$ cat src/rtl/lcd_pcf8574_sequencer.sv
// HD44780 4-bit sequencer feeding a PCF8574 backpack through an I2C master.
// Runs the power-on init, then turns accepted command/data bytes into four
// expander writes (hi/EN1, hi/EN0, lo/EN1, lo/EN0) with execution delays.
//
// state   | meaning
// --------+---------------------------------------------------------------
// S_PWRUP | count the power-up wait after reset
// S_ISSUE | expander byte ready on i2c_data, start as soon as master idle
// S_WAIT  | transfer in flight, wait for i2c_done
// S_DELAY | HD44780 execution delay after a nibble/byte unit
// S_IDLE  | init complete, accepting a byte from upstream
module lcd_pcf8574_sequencer #(
  parameter logic BACKLIGHT   = 1'b1,
  parameter int   T_POWERUP   = 2_000_000,
  parameter int   T_INIT_LONG = 205_000,
  parameter int   T_SHORT     = 5_000,
  parameter int   T_CMD       = 2_000,
  parameter int   T_CLEAR     = 80_000
) (
  input  logic       clk,
  input  logic       rst_n,
  input  logic       cmd_valid,
  output logic       cmd_ready,
  input  logic       cmd_rs,
  input  logic [7:0] cmd_data,
  output logic       i2c_start,
  output logic [7:0] i2c_data,
  input  logic       i2c_busy,
  input  logic       i2c_done,
  output logic       init_done
);

  localparam int MAX_A = (T_POWERUP > T_INIT_LONG) ? T_POWERUP : T_INIT_LONG;
  localparam int MAX_B = (T_SHORT > T_CMD) ? T_SHORT : T_CMD;
  localparam int MAX_C = (MAX_A > MAX_B) ? MAX_A : MAX_B;
  localparam int MAX_D = (MAX_C > T_CLEAR) ? MAX_C : T_CLEAR;
  localparam int CW    = $clog2(MAX_D) + 1;

  // S_DELAY runs from the loaded value down to zero inclusive, so load T-1
  // to spend exactly T cycles there; a zero delay still costs one cycle.
  localparam logic [CW-1:0] LD_LONG  = CW'((T_INIT_LONG > 0) ? T_INIT_LONG - 1 : 0);
  localparam logic [CW-1:0] LD_SHORT = CW'((T_SHORT > 0) ? T_SHORT - 1 : 0);
  localparam logic [CW-1:0] LD_CMD   = CW'((T_CMD > 0) ? T_CMD - 1 : 0);
  localparam logic [CW-1:0] LD_CLEAR = CW'((T_CLEAR > 0) ? T_CLEAR - 1 : 0);
  localparam logic [CW-1:0] PWR_LAST = CW'((T_POWERUP > 0) ? T_POWERUP - 1 : 0);
  localparam logic [CW-1:0] CNT_ONE  = CW'(1);

  typedef enum logic [2:0] {S_PWRUP, S_ISSUE, S_WAIT, S_DELAY, S_IDLE} state_t;

  state_t        state_q, state_d;
  logic [CW-1:0] cnt_q, cnt_d;
  logic [2:0]    step_q, step_d;
  logic [1:0]    widx_q, widx_d;
  logic          rs_q, rs_d;
  logic [7:0]    byte_q, byte_d;
  logic [7:0]    i2c_data_q, i2c_data_d;
  logic          cmd_ready_q, cmd_ready_d;
  logic          init_done_q, init_done_d;

  logic [1:0]    last_widx;
  logic          is_clear;

  // widx bit1 selects the low nibble, bit0 clears EN for the falling strobe
  function automatic logic [7:0] exp_byte(input logic rs, input logic [7:0] data,
                                          input logic [1:0] widx);
    logic [3:0] nib;
    nib = widx[1] ? data[3:0] : data[7:4];
    return {nib, BACKLIGHT, ~widx[0], 1'b0, rs};
  endfunction

  // steps 0..3 are bare high nibbles (the low nibble is never sent)
  function automatic logic [7:0] init_byte(input logic [2:0] step);
    logic [7:0] b;
    case (step)
      3'd0, 3'd1, 3'd2: b = 8'h30;
      3'd3:             b = 8'h20;
      3'd4:             b = 8'h28;
      3'd5:             b = 8'h0C;
      3'd6:             b = 8'h01;
      default:          b = 8'h06;
    endcase
    return b;
  endfunction

  function automatic logic [CW-1:0] init_delay(input logic [2:0] step);
    logic [CW-1:0] d;
    case (step)
      3'd0:       d = LD_LONG;
      3'd1, 3'd2: d = LD_SHORT;
      3'd6:       d = LD_CLEAR;
      default:    d = LD_CMD;
    endcase
    return d;
  endfunction

  // per-unit helpers: nibble units stop after two writes; clear/home are slow
  always_comb begin
    last_widx = (!init_done_q && (step_q < 3'd4)) ? 2'd1 : 2'd3;
    is_clear  = !rs_q && ((byte_q == 8'h01) || (byte_q == 8'h02) || (byte_q == 8'h03));
  end

  // next-state and next-output computation for the sequencer
  always_comb begin
    state_d     = state_q;
    cnt_d       = cnt_q;
    step_d      = step_q;
    widx_d      = widx_q;
    rs_d        = rs_q;
    byte_d      = byte_q;
    i2c_data_d  = i2c_data_q;
    init_done_d = init_done_q;
    case (state_q)
      S_PWRUP: begin
        if (cnt_q >= PWR_LAST) begin
          cnt_d      = '0;
          step_d     = 3'd0;
          widx_d     = 2'd0;
          rs_d       = 1'b0;
          byte_d     = init_byte(3'd0);
          i2c_data_d = exp_byte(1'b0, init_byte(3'd0), 2'd0);
          state_d    = S_ISSUE;
        end else begin
          cnt_d = cnt_q + CNT_ONE;
        end
      end
      S_ISSUE: begin
        if (!i2c_busy) state_d = S_WAIT;
      end
      S_WAIT: begin
        if (i2c_done) begin
          if (widx_q != last_widx) begin
            widx_d     = widx_q + 2'd1;
            i2c_data_d = exp_byte(rs_q, byte_q, widx_q + 2'd1);
            state_d    = S_ISSUE;
          end else begin
            if (!init_done_q) cnt_d = init_delay(step_q);
            else              cnt_d = is_clear ? LD_CLEAR : LD_CMD;
            state_d = S_DELAY;
          end
        end
      end
      S_DELAY: begin
        if (cnt_q == '0) begin
          if (init_done_q) begin
            state_d = S_IDLE;
          end else if (step_q == 3'd7) begin
            init_done_d = 1'b1;
            state_d     = S_IDLE;
          end else begin
            step_d     = step_q + 3'd1;
            widx_d     = 2'd0;
            rs_d       = 1'b0;
            byte_d     = init_byte(step_q + 3'd1);
            i2c_data_d = exp_byte(1'b0, init_byte(step_q + 3'd1), 2'd0);
            state_d    = S_ISSUE;
          end
        end else begin
          cnt_d = cnt_q - CNT_ONE;
        end
      end
      S_IDLE: begin
        if (cmd_valid && cmd_ready_q) begin
          rs_d       = cmd_rs;
          byte_d     = cmd_data;
          widx_d     = 2'd0;
          i2c_data_d = exp_byte(cmd_rs, cmd_data, 2'd0);
          state_d    = S_ISSUE;
        end
      end
      default: state_d = S_PWRUP;
    endcase
    cmd_ready_d = (state_d == S_IDLE) && init_done_d;
  end

  // sequencer registers; reset restarts the whole power-up sequence
  always_ff @(posedge clk or negedge rst_n) begin
    if (!rst_n) begin
      state_q     <= S_PWRUP;
      cnt_q       <= '0;
      step_q      <= 3'd0;
      widx_q      <= 2'd0;
      rs_q        <= 1'b0;
      byte_q      <= 8'h00;
      i2c_data_q  <= 8'h00;
      cmd_ready_q <= 1'b0;
      init_done_q <= 1'b0;
    end else begin
      state_q     <= state_d;
      cnt_q       <= cnt_d;
      step_q      <= step_d;
      widx_q      <= widx_d;
      rs_q        <= rs_d;
      byte_q      <= byte_d;
      i2c_data_q  <= i2c_data_d;
      cmd_ready_q <= cmd_ready_d;
      init_done_q <= init_done_d;
    end
  end

  // start is gated combinationally by busy so it fires in the first idle cycle
  assign i2c_start = (state_q == S_ISSUE) && !i2c_busy;
  assign i2c_data  = i2c_data_q;
  assign cmd_ready = cmd_ready_q;
  assign init_done = init_done_q;

endmodule

$ cat config.mk
export PLATFORM = sky130hd
export DESIGN_NAME = lcd_pcf8574_sequencer
export DESIGN_NICKNAME = d
export VERILOG_FILES = /design/src/rtl/lcd_pcf8574_sequencer.sv
export SDC_FILE = /design/constraint.sdc
export NUM_CORES = 1
export LEC_CHECK = 0
export ABC_CLOCK_PERIOD_IN_PS = 4900
export BUFFER_PORTS_ARGS = -buffer_cell sky130_fd_sc_hd__buf_2
export CORE_MARGIN = 5
export CORE_UTILIZATION = 62
export DETAILED_ROUTE_END_ITERATION = 8
export GPL_ROUTABILITY_DRIVEN = 0
export PLACE_DENSITY = 0.87
export SETUP_SLACK_MARGIN = 0.2
export SYNTH_ARGS = -nofsm -noshare
export SYNTH_HDL_FRONTEND = slang
export SYNTH_SLANG_ARGS = --single-unit
$ cat constraint.sdc
create_clock -name clk -period 4.9 [get_ports clk]
set_input_delay 0.98 -clock clk [delete_from_list [all_inputs] [get_ports clk]]
set_output_delay 0.98 -clock clk [all_outputs]
set_load 0.01 [all_outputs]
== Word level (Yosys, flattened, before mapping) ==
Cells that the tools add are included.
Operators by class
  reduce and logical (&&, ||, !) cells: 24
  shift operators: 0
  add/subtract/negate cells: 4
  bitwise logic cells: 1
  multiplexer cells: 57
  multiply operators: 0
  divide/modulo/power cells: 0
  eq/ne operators: 28
  magnitude comparators: 2
Operator list (count)
  $mux W22: 5
  $mux W8: 12
  $pmux W22 S3: 1
  $pmux W18 S3: 1
  $mux W3: 11
  $pmux W8 S4: 1
  $pmux W6 S5: 1
  $pmux W8 S3: 1
  $add A22 B1 Y22 const B: 1
  $ge A22 B21 Y1 const B: 1
  $logic_not A22 Y1: 1
  $sub A22 B1 Y22 const B: 1
  $eq A3 B3 Y1 const B: 7
  $mux W2: 9
  $ne A2 B2 Y1 const B: 9
  $mux W17: 1
  $eq A8 B2 Y1 const B: 2
  $eq A3 B2 Y1 const B: 5
  $pmux W3 S5: 1
  $eq A3 B1 Y1 const B: 3
  $logic_not A3 Y1: 3
  $mux W1: 9
  $eq A8 B1 Y1 const B: 1
  $pmux W2 S4: 1
  other kinds (20): 28
Word-level totals
  bits in read-only memories: 0
  bits in registers: 49
  bits of input ports: 14
  memory bits (writable): 0
  output and inout port bits: 11
  memories: 0
  word-level logic and storage cells: 125
  bits in latches: 0

== Longest topological paths before layout ==
Gate-level depths: netlist of the first run.
  depth in word-level cells: 9
  depth in mapped cells: 9
  gate-level depth less buffers: 8

== Worst setup path before layout of the first run ==
No wires, ideal clock.
  path kind: register to register
  from: register cnt_q[0]
  to: register i2c_data_q[4], in the netlist i2c_data[4]
  cell stages (with the launch flop): 8
  slack: 2456 ps
  required time: 4775 ps
  arrival time: 2320 ps
  setup time: 125 ps
  period minus slack after synthesis: 2444 ps
  path buffers: 0
  cells stage by stage: dfrtp_1 inv_1 ha_1 or4b_4 or4b_1 o21ai_1 o2111a_2 mux2_2
On the way
  word-level cells in the longest chain between the ends: 3
Ends and longest elaborated chain
  start, declared: line 51  | logic [CW-1:0] cnt_q, cnt_d;
  start signal, assigned: line 189  | cnt_q <= cnt_d;
  $ge A22 B21 Y1 or $logic_not A22 Y1 (tied branches): line 114, 143
  $ne A2 B2 Y1 (no source line)
  $reduce_and A8 Y1 (no source line) *
  end signal, assigned: line 194  | i2c_data_q <= i2c_data_d;
  end, declared: line 56  | logic [7:0] i2c_data_q, i2c_data_d;
Every way passes the cells marked *; elsewhere a longest branch is shown, timed or not.
A chain may end at the register's enable or synchronous reset.

== Worst setup path after layout of the first run ==
  from: register cnt_q[0]
  to: register cnt_q[20]
On the way
  word-level cells in the longest chain between the ends: 3
Ends and longest elaborated chain
  $sub A22 B1 Y22 (tied with other cells): line 158  | cnt_d = cnt_q - CNT_ONE;
  $mux W22 (tied with other cells): line 143  | if (cnt_q == '0) begin
  $pmux W22 S3 or $reduce_and A4 Y1 (tied branches)
Parallel ways exist; a longest one is shown, timed or not. The select of a mux whose other input is x is not followed.

==> results of run 1 <==
[cells by family (layout without fill, tap and decap cells)]
logic type / Yosys count / after routing / share of synthesized area [%]
other: 1 / 1 / 0.101
and+or+nand+nor: 162 / 162 / 23.9
adders and majority gates: 11 / 11 / 3.72
DFF: 48 / 48 / 32.5
xor gates and xnor gates: 10 / 10 / 2.37
muxes: 16 / 16 / 4.80
buffers and inverters: 46 / 46 / 5.51
AOI/OAI and AO/OA: 146 / 146 / 27.1
[cells in the mapped netlist (5+ instances only)]
master	count	share of area [%]
dfrtp_1	48	32
o21ai_0	37	5.0
nand2_1	35	3.5
nor2_1	34	3.4
a21oi_1	27	3.7
nor3_1	19	2.6
clkbuf_1	17	1.7
nand3_1	16	2.2
mux2_2	14	4.3
buf_2	13	1.8
inv_1	13	1.3
nand4_1	12	2.0
ha_1	11	3.7
xnor2_1	9	2.1
a31oi_1	8	1.4
nor4_1	8	1.4
a22o_1	6	1.4
o211ai_1	6	1.2
a32o_1	5	1.4
[worst paths after layout]
check	startpoint	endpoint	slack [ns]
setup / recovery	cnt_q[0]$_DFFE_PN0P_	cnt_q[20]$_DFFE_PN0P_	1.59
min in group asynchronous	rst_n	cnt_q[9]$_DFFE_PN0P_	0.85
hold / removal	i2c_data[3]$_DFFE_PN0P_	i2c_data[3]$_DFFE_PN0P_	0.47
hold reg to reg	i2c_data[3]$_DFFE_PN0P_	i2c_data[3]$_DFFE_PN0P_	0.47
max in group asynchronous	rst_n	step_q[2]$_DFFE_PN0P_	3.39
setup reg to reg	cnt_q[0]$_DFFE_PN0P_	cnt_q[20]$_DFFE_PN0P_	1.59
[area by class of cell]
class	instances	share of cell area [%]
clock buffers	5	1.77
clock inverters	3	1.19
inverters	13	1.26
multi-input cells	346	59.1
flip-flops and latches	48	30.9
well taps	75	2.42
repair buffers	25	3.35
[power breakdown]
group	leakage, nW	total [W]	internal (W)	switching, W
clock	0.0548	0.000303	0.000154	0.000149
sequential	0.614	0.000396	0.000396	0
combinational	0.879	0.0000143	0.00000410	0.0000102
[placed cells by master (no fill, tap or decap), types with 5 or more instances in the layout]
cell type  instances
clkbuf_8           5
nor4_1             8
nand4_1           12
inv_1             13
a31oi_1            8
mux2_2            14
nor3_1            19
a22o_1             6
nand3_1           16
a32o_1             5
nor2_1            34
ha_1              11
o211ai_1           6
a21oi_1           27
xnor2_1            9
dfrtp_1           48
o21ai_0           37
nand2_1           35
buf_2             23
[metal layers]
| layer | part of all wire, % | track usage [%] | vias up |
|---|---|---|---|
| li1 | - | - | 1663 |
| met3 | 9.5 | 5.30 | 44 |
| met1 | 41 | 38.8 | 1716 |
| met2 | 46 | 42.3 | 246 |
| met4 | 3.6 | 12.1 | 0 |
| met5 | 0 | 0 | - |
[through the flow]
stage	setup slack (ns)	hold WS [ns]
global route	1.46	0.499
global placement	1.85	0.448
finish	1.59	0.472
floorplan	2.46	0.499
CTS	1.64	0.479
detailed placement	1.73	0.456
[registers in the layout, summed over array words and instances, names as in the netlist]
register and cells:
i2c_data 7, state_q 3, cnt_q 22, init_done 1
step_q 3, cmd_ready 1, widx_q 2, rs_q 1
byte_q 8
==> results.md, run 1 <==
- Initial Utilization: between 60% and 70%
- Synth warn: 0
- Crit path cell chain: inv_1 -> ha_1 -> or4b_4 -> o31ai_2 -> o21a_1 -> nor4b_1 -> a211o_1
- Num ports: 25
- CP Depth: 7
- Root buffer cell: clkbuf_8
- Antenna Cells: 0
- Slew HR: 26.9%
- Post-synth ARST share: 100%
- Setup TNS: 0 ns
- Final Non-Filler Cells: 515
- Outcome: finished clean
- Prevailing post-synth register cell: dfrtp_1
- Global-route wire length before repair: ~17,000 µm
- Post_cts resized: 0
- Nets: approximately 460
- HPWL Detailed: 7190 µm
- Vias in the first global route: between 3,000 and 4,000
- Post-CTS Setup Bufs: 0
- Fin util: around two thirds
- Placed instance count: about 500
- # setup viols final: 0
- Cts hold-fix bufs: 0
- CP Data Arrival Time: approximately 3.5 ns
- Synth cell types: 73
- Crit path required time: 5.11 ns
- Total power after layout: 0.000714 W
- Placed Area: 3770 µm²
- Die area: between 7000 and 8000 µm²
- # port buffers: 23
- Reg2Reg Depth: 7
- Buffers and inverters on the worst path: 1
- CP max stage delay: around 0.87 ns
- RSZ-0062 raised after global routing: false
- Storage element area: 1200 µm²
- Critical path peak fanout: 23
- Remaining antenna violation count: 0
- Max-slew violations: 0
- Worst-margin pin slew: approximately 1.1 ns
- Pleak: ~1.5 nW
- Period utilization: between 60 and 70%
- Core region area: ~6000 µm²
- GRT overflow: 0
- Die Y-Extent: between 80 and 90 µm
- Multi-input combinational cell area: 2300 µm²
- Startpoint types: flop
- Clock Sinks: 48
- Power density over the cells: 184 nW/µm²
- Layout area overhead: 4.97%
- Fillers: approximately 450
- Largest net degree at the start of global routing: 49
- Drt first pass iters: 5
- Clock Skews: ~0.0083 ns
- Hold WC Path Type: reg2reg
- Syn_nets: 465
- Initial DRC Count: around 520
- H-tree levels: 2
- Cells after Synth: between 400 and 500
- WHS Path Cells: 1
- Vias: around 3,700
- Max Fclk: roughly 300 MHz
- Fraction of layout cells with a size suffix above 1: about 15%
- Worst-path clk slew: ~0.1 ns
- Critical path's top delay family: compound AO/OA/AOI/OAI gates
- Cell Area, Synth: about 3700 µm²
- Wire length per cell: between 15 and 20 µm
- Avg Cell Area, Syn: between 8 and 9 µm²
- Die W: 87.3 µm
- #FFs+latches synth: 48
- Final Instance Area: 3880 µm²
- Via density: between 7 and 8
- Clock latency on the worst-skew pair: 0.31 ns
- CP endpoint kind: flop
- Crit path kind: reg2reg
- CTS tree: yes
- Number of remaining DRC errors: 0
- Tmin final: roughly 3.3 ns
- Final Hold Fails: 0
- Overall routed net length: between 10,000 and 15,000 µm
- EDFF count, synth: 0
- Rows: 28
- Slowest cell on crit path: o31ai_2
- Max VDD drop: around 0.00015 V
- Max_cap viols: 0
- GRT Util Overall: about 28%
- Max Buffers Root-to-Sink: 2
- Initial antenna violation count: 0
- TritonCTS Buffers: 5
- Seq/Total Area, Yosys: 32.5%
Power figures use the tool's default switching activity.
==> run 2: changes to the inputs <==
Settings changed: ABC_CLOCK_PERIOD_IN_PS 4900 to 2680, CORE_UTILIZATION 62 to 55, PLACE_DENSITY 0.87 to 0.82.
Clock period 4.9 ns to 2.68 ns, I/O delays scaled along.
==> results.md, run 2 (synthesized netlist as in run 1, its figures left out) <==
- Outcome: finished clean
- Setup TNS: 0 ns
- Fraction of layout cells with a size suffix above 1: 26.1%
- Most common cell after layout, fill and taps aside: dfrtp_1
- Die Y-Extent: 92.0 µm
- Num ports: 25
- Startpoint types: flop
- CTS tree: yes
- Clock Sinks: 48
- Reg power frac: a little over half
- GRT Util Overall: approximately a quarter
- Max_cap viols: 0
- Max-slew violations: 0
- Wire length per cell: 21.3 µm
- Critical path peak fanout: 4
- Final hold slack: 0.212 ns
- Number of flip-flops in the largest register: 22
- Pleak: about 1.8 nW
- Global-route wire length before repair: 18,500 µm
- Die W: 92.0 µm
- Initial antenna violation count: 0
- Overall routed net length: around 12,000 µm
- Power density over the cells: slightly above 300 nW/µm²
- GRT overflow: 0
- Period utilization: roughly 95%
- H-tree levels: 2
- Tmin final: between 2 and 3 ns
- # setup viols final: 0
- Worst-margin pin slew: 0.627 ns
- Antenna Cells: 0
- Vias: 4,052
- Die area: roughly 8500 µm²
- Remaining antenna violation count: 0
- Commonest cells after routing, fill and taps aside: dfrtp_1 (44), buf_4 (40), nand2_1 (35)
- Switching share of power: between 20% and 30%
- Psw: between 0.0002 and 0.0003 W
- CP endpoint kind: flop
- Largest Register: cnt_q
- Final Hold Fails: 0
- Nets: 510
- Vias in the first global route: approximately 3,700
- Root buffer cell: clkbuf_8
- Comb power frac: 2.4%
- Hold WC Path Type: in2async
- Crit path required time: just under 3 ns
- CP Data Arrival Time: between 2 and 3 ns
- Rows: 29
- Number of remaining DRC errors: 0
- Worst-path clk slew: around 0.090 ns
- TritonCTS Buffers: 5
- Clock latency on the worst-skew pair: slightly above 0.3 ns
- Clock Skews: around 0.0077 ns
- Layout area overhead: 17.6%
- # port buffers: 23
- Fillers: approximately 490
- Max Fclk: 392 MHz
- Largest net degree at the start of global routing: 26
- Initial Utilization: between 50% and 60%
- HPWL Detailed: approximately 8000 µm
- Via density: roughly 7
- R2R Setup Slk: about 0.13 ns
- Core region area: ~6500 µm²
- Max VDD drop: roughly 0.00022 V
- Internal power: slightly above 0.001 W
- Initial DRC Count: between 500 and 600
- Slew HR: between 50 and 60%
- Crit path kind: reg2reg
- Clk pwr share: a little over two fifths
- Max Buffers Root-to-Sink: 2
- Drt first pass iters: 5
- RSZ-0062 raised after global routing: true
[run 2: per-stage QoR]
stage	cell area, µm²	instances	power, W	util (%)	setup slack (ns)
6_report	4350	563	0.00133	67.4	0.129
5_1_grt	4350	563	0.00135	67.4	0.100
4_1_cts	4180	552	0.00133	64.7	0.186
3_5_place_dp	4040	543	0.000769	62.6	0.160
3_3_place_gp	4040	543	0.000769	62.6	0.208
2_1_floorplan	3700	440	0.000741	-	0.236
[run 2: layer usage]
metal | global-route usage [%] | vias to the layer above | routed length [µm]
met5 | 0 | - | 0
met4 | 12.6 | 0 | 551
met3 | 5.07 | 64 | 1340
met2 | 42.1 | 318 | 5450
met1 | 35.6 | 1923 | 4660
li1 | - | 1747 | -
[run 2: critical path, cell delays in order, from the launching register on]
cell and delay (ns):
dfrtp_1 0.43, buf_6 0.15, ha_4 0.15, nand4_1 0.14, o211ai_1 0.22, a211o_1 0.35, o211ai_1 0.47, nor2_2 0.10
buf_6 0.15, mux2_4 0.29
[run 2: area by class of cell]
cell class,instances,area [µm²],share of cell area (%)
clock buffer,6,82.6,1.90
clock inverter,2,38.8,0.891
inverter,13,48.8,1.12
multi-input combinational,347,2380,54.6
sequential,48,1210,27.7
tap,77,96.3,2.21
timing repair buffer,70,503,11.6
[run 2: path summary, 6_finish.rpt]
check / start / endpoint / cells after the start
worst max-delay path: cnt_q[0]$_DFFE_PN0P_ / byte_q[5]$_DFFE_PN0P_ / 9
min in group clk: i2c_data[3]$_DFFE_PN0P_ / i2c_data[3]$_DFFE_PN0P_ / 1
worst max register to register: cnt_q[0]$_DFFE_PN0P_ / byte_q[5]$_DFFE_PN0P_ / 9
worst min register to register: i2c_data[3]$_DFFE_PN0P_ / i2c_data[3]$_DFFE_PN0P_ / 1
max in group asynchronous: rst_n / cnt_q[0]$_DFFE_PN0P_ / 2
worst min-delay path: rst_n / cnt_q[10]$_DFFE_PN0P_ / 1
[run 2: what timing repair did]
action                                  4_1_cts  5_1_grt
setup buffers                                 1       10
hold buffers                                  0        0
resized for setup                             4       27
pin swaps                                     2        9
endpoints found under the setup margin       10       25
cloned                                        0        1
[run 2: power groups by stage]
| stage | registers [W] | clock network (W) | logic [W] |
|---|---|---|---|
| 2_1_floorplan | 0.000738 | 0 | 0.00000288 |
| 3_3_place_gp | 0.000738 | 0 | 0.0000311 |
| 3_5_place_dp | 0.000738 | 0 | 0.0000314 |
| 4_1_cts | 0.000724 | 0.000575 | 0.0000315 |
| 5_1_grt | 0.000724 | 0.000595 | 0.0000360 |
| 6_report | 0.000724 | 0.000575 | 0.0000313 |
